==> src/rtl/ps2_key_encoder.sv <==
// Packs PS/2 scancode bytes into the 65-bit ps2_key event vector (toggle + up to 8 bytes).
// Optional idle timeout on partial sequences: define PS2_KEY_TIMEOUT_EN.
module ps2_key_encoder #(
   parameter int TIMEOUT = 2000000,
   parameter int TW      = 21
) (
   input  logic        clk_sys,
   input  logic        reset,
   input  logic        byte_valid,
   input  logic [7:0]  byte_data,
   input  logic        byte_err,
   output logic [64:0] ps2_key,
   output logic        key_strobe,
   output logic        seq_drop
);

   typedef enum logic [1:0] {IDLE, COLLECT, PAUSE} state_t;

   state_t      state_q, state_d;
   // Only seven bytes are ever held; the eighth goes straight into ps2_key on commit.
   logic [55:0] sr_q, sr_d;
   logic [3:0]  cnt_q, cnt_d;
   logic [64:0] key_q, key_d;
   logic        strobe_q, strobe_d;
   logic        drop_q, drop_d;

   logic        ignored, take, cont, accepted, do_commit, do_drop, do_append;
   logic [63:0] s_nxt;
   logic [3:0]  cnt_nxt;

   always_comb begin
      ignored = byte_data inside {8'hFA, 8'hAA, 8'hEE, 8'hFE, 8'hFC, 8'h00, 8'hFF};
      take    = byte_valid && !byte_err && (state_q == PAUSE || !ignored);
      s_nxt   = {sr_q, byte_data};
      cnt_nxt = cnt_q + 4'd1;
      cont    = (byte_data == 8'hE0) || (byte_data == 8'hF0) ||
                (cnt_nxt == 4'd2 && s_nxt[15:0] == 16'hE012) ||
                (cnt_nxt == 4'd3 && s_nxt[23:0] == 24'hE0F07C);
   end

`ifdef PS2_KEY_TIMEOUT_EN
   logic [TW-1:0] tmo_q, tmo_d;
   logic          tmo_hit;
   assign tmo_hit = (state_q != IDLE) && (tmo_q == TW'(TIMEOUT - 1));
`else
   logic unused_cfg;
   logic tmo_hit;
   assign unused_cfg = ^(TW'(TIMEOUT));
   assign tmo_hit    = 1'b0;
`endif

   always_comb begin
      state_d   = state_q;
      sr_d      = sr_q;
      cnt_d     = cnt_q;
      key_d     = key_q;
      strobe_d  = 1'b0;
      drop_d    = 1'b0;
      accepted  = 1'b0;
      do_commit = 1'b0;
      do_drop   = 1'b0;
      do_append = 1'b0;

      if (byte_err && state_q != IDLE) begin
         do_drop = 1'b1;
      end else if (take) begin
         accepted = 1'b1;
         case (state_q)
            IDLE: begin
               if (byte_data == 8'hE1) begin
                  do_append = 1'b1;
                  state_d   = PAUSE;
               end else if (cont) begin
                  do_append = 1'b1;
                  state_d   = COLLECT;
               end else begin
                  do_commit = 1'b1;
               end
            end
            COLLECT: begin
               if (cnt_q == 4'd8)  do_drop   = 1'b1;
               else if (cont)      do_append = 1'b1;
               else                do_commit = 1'b1;
            end
            PAUSE: begin
               if (cnt_nxt == 4'd8) do_commit = 1'b1;
               else                 do_append = 1'b1;
            end
            default: do_drop = 1'b1;
         endcase
      end else if (tmo_hit) begin
         do_drop = 1'b1;
      end

      if (do_append) begin
         sr_d  = s_nxt[55:0];
         cnt_d = cnt_nxt;
      end
      if (do_commit) begin
         key_d    = {~key_q[64], s_nxt};
         strobe_d = 1'b1;
      end
      if (do_drop) drop_d = 1'b1;
      if (do_commit || do_drop) begin
         sr_d    = '0;
         cnt_d   = '0;
         state_d = IDLE;
      end
   end

`ifdef PS2_KEY_TIMEOUT_EN
   always_comb begin
      tmo_d = tmo_q + 1'b1;
      if (accepted || state_d == IDLE) tmo_d = '0;
   end

   always_ff @(posedge clk_sys) begin
      if (reset) tmo_q <= '0;
      else       tmo_q <= tmo_d;
   end
`endif

   always_ff @(posedge clk_sys) begin
      if (reset) begin
         state_q  <= IDLE;
         sr_q     <= '0;
         cnt_q    <= '0;
         key_q    <= '0;
         strobe_q <= 1'b0;
         drop_q   <= 1'b0;
      end else begin
         state_q  <= state_d;
         sr_q     <= sr_d;
         cnt_q    <= cnt_d;
         key_q    <= key_d;
         strobe_q <= strobe_d;
         drop_q   <= drop_d;
      end
   end

   assign ps2_key    = key_q;
   assign key_strobe = strobe_q;
   assign seq_drop   = drop_q;

endmodule

==> config.mk <==
export PLATFORM = sky130hd
export DESIGN_NAME = ps2_key_encoder
export DESIGN_NICKNAME = d
export VERILOG_FILES = /design/src/rtl/ps2_key_encoder.sv
export SDC_FILE = /design/constraint.sdc
export NUM_CORES = 1
export LEC_CHECK = 0
export BUFFER_PORTS_ARGS = -buffer_cell sky130_fd_sc_hd__clkbuf_2
export CORE_MARGIN = 4
export CORE_UTILIZATION = 37
export CTS_BUF_LIST = sky130_fd_sc_hd__clkbuf_4 sky130_fd_sc_hd__clkbuf_8 sky130_fd_sc_hd__clkbuf_16
export CTS_CLUSTER_SIZE = 10
export DETAILED_ROUTE_END_ITERATION = 16
export SLEW_MARGIN = 20
export SYNTH_ARGS = -nofsm -noshare
export SYNTH_HDL_FRONTEND = slang
export SYNTH_SLANG_ARGS = --single-unit
==> constraint.sdc <==
create_clock -name clk_sys -period 7.1 [get_ports clk_sys]
set_input_delay 0.355 -clock clk_sys [delete_from_list [all_inputs] [get_ports clk_sys]]
set_output_delay 0.355 -clock clk_sys [all_outputs]
set_load 0.02 [all_outputs]
==> impl_metrics.ini <==
[cells_and_area]
drive_gt1_share_pct = 17.48
syn2layout_area_growth_pct = 18.97
multi_input_area_um2 = 2975
fill_cells = 1511
nets = 724
seq_area_um2 = 2582
post-route-util_pct = 45.34
insertedDiodeCount = 0

[logic_synthesis]
avgSynthCellArea_um2 = 8.640
yosys_warnings = 0
ys_top_cells_by_count = 138 x o21ai_0, 129 x dfxtp_1, 73 x nand3_1
synthSimpleGateAreaFrac_pct = 18.24
synth-seq-area-share_pct = 44.08
ys_ff_latch = 129
synth_cells = 678
synth_cell_types = 36
synth_most_common_cell = o21ai_0
synth.net_count = 694
synth-xor-area-share_pct = 0.1495
synthMuxAreaShare_pct = 10.25
synth.cell_area_um2 = 5858
synth-async-reset-ratio_pct = 0
ys_top_cells_by_area = dfxtp_1 44%, o21ai_0 12%, mux2i_1 10%, nor3b_1 8.5%, nand3_1 6.2%
synth_compound_area_share_pct = 20.29
yosys.area.top_type = dfxtp_1
netlist.area_leader.share_pct = 44.08
synthAdderAreaFrac_pct = 0.8543
synthFlopType = dfxtp_1
synth-edff-count = 0
synth_top_family_by_area = compound AO/OA/AOI/OAI gates

[drt]
wl_per_cell_um = 16.86
vias_per_cell = 5.587
first_pass_iters = 5
drc = 0
initialDrtViolationCount = 450
final_antenna_net_count = 0
routed_wl_um = 15710
vias = 5207

[cts]
clock_tree.buffer_depth = 2
cts_hold_buf = 0
cts_resized = 0
clkTransAtPathRegs_ps = 60
clock_sinks = 129
htreeDepth = 4
insertion_delay_ps = 420
tritoncts = yes
root_buffer = clkbuf_16
post_cts_buffers = 0
numCtsBuffers = 17

[setup_path]
start_kind = flip-flop
required_ps = 7440
cp.arrival_ps = 3680
r2r_end = ps2_key[22]
worst-path-max-fanout = 61
end_kind = flip-flop
r2r_setup_slack_ps = 3750
r2r-start = sr_q[8]
path_class = reg -> reg
reg2reg_depth = 9

[floorplanning]
die_w_um = 133.8
io_pins = 79
std_cell_rows = 45
core_area_um2 = 15370
die-area_um2 = 17910
start_util_pct = 38.11
die_h_um = 133.8

[global_routing]
grt_pass1_vias = 5011
antenna_found_initial = 0
grt_usage_pct = 17.53
grt_max_degree = 140
overflow = 0
grt_first_pass_wirelength_um = 25620

[timing]
rsz0062_at_grt = false
clock-skew-final_ps = 5.502
fin_crit_sh_pct = 47.13
period_minus_slack_ps = 3346
setup-violations-final = 0
relSlewSlack_pct = 33.56
hold_viol = 0
tns_ps = 0
fmax_ghz = 0.2989
worstMarginPinSlew_ps = 996.7
drv_slew = 0
holdWs_ps = 284.1

[min_path]
min_to = ps2_key[1]
hold_start = byte_data[1]
min_path_cells = 3
holdCritPathClass = in -> reg

[pwr]
powerDensity_nw_per_um2 = 249.4
leakagePower_nw = 2.333
ir_worst_vdd_uv = 171.1
power_mw = 1.738

[run_status]
outcome = complete, no violations

[placed_design]
dp_hpwl_um = 9404
port_buffers = 78
place_congestion = 0.8168

[flow_run]
maxCapViolCount = 0
==> metal layers <==
| metal | up-vias | routed length (um) | global-route usage (%) |
|---|---|---|---|
| li1 | 2532 | - | - |
| met5 | - | 0 | 0 |
| met1 | 2517 | 7454 | 22.85 |
| met2 | 140 | 7194 | 27.51 |
| met3 | 18 | 771 | 5.514 |
| met4 | 0 | 288 | 6.114 |
==> cell families (layout without fill, tap and decap cells) <==
kind of cell | count (synthesis) | in the layout
AOI/OAI and AO/OA | 225 | 225
and+or+nand+nor | 179 | 179
DFF | 129 | 129
buffers and inverters | 80 | 123
muxes | 60 | 60
adders and majority gates | 4 | 4
xor gates and xnor gates | 1 | 1
==> worst max-delay path: stages (launching register included) <==
cell     delay (ps)
dfxtp_1         320
or4_1           540
nor4_1          310
nand3_1         110
a211o_1         370
a31oi_4         410
buf_4           530
buf_4           360
o21ai_0         130
a21oi_1         180
==> registers in the layout, indices dropped and copies added (netlist names) <==
name,flops
ps2_key,65
sr_q,56
cnt_q,4
state_q,2
key_strobe,1
seq_drop,1
==> layout make-up <==
cell class	count	share of cell area [%]
clock buffer	23	7.110
tap	211	3.788
inverter	4	0.2154
timing repair buffer	87	6.948
multi-input combinational	469	42.69
sequential	129	37.06
clock inverter	9	2.190
==> worst max path at each step <==
| stage | startpoint | end | slack (ps) |
|---|---|---|---|
| after floorplan | sr_q[8] | sr_q[35] | 4610 |
| after global placement | sr_q[8] | ps2_key[23] | 3350 |
| after detailed placement | sr_q[8] | ps2_key[22] | 3200 |
| after CTS | sr_q[8] | ps2_key[22] | 3160 |
| after global routing | sr_q[8] | ps2_key[1] | 3490 |
| final | sr_q[8] | ps2_key[22] | 3750 |
==> where the power goes <==
group / switching (mW) / total [mW] / internal (mW)
Combinational: 0.0518 / 0.0666 / 0.0149
Clock: 0.311 / 0.942 / 0.631
Sequential: 0.00161 / 0.729 / 0.727
==> per-stage QoR <==
step / setup WS, ps / area [um^2] / cells
floorplan: 4614 / 5858 / 678
global placement: 3349 / 6289 / 899
detailed placement: 3196 / 6289 / 899
CTS: 3165 / 6937 / 931
global route: 3493 / 6969 / 932
finish: 3754 / 6969 / 932
==> cells in the final DEF (no fill, tap or decap), drive strengths merged, types with 5 or more instances in the layout <==
master,instances
o21ai,138
nor2,8
mux2i,60
a21oi,69
clkbuf,100
nand3,73
nor3b,66
buf,10
a31oi,5
nand2,8
nor3,8
dfxtp,129
(Power assumes the default switching activity.)
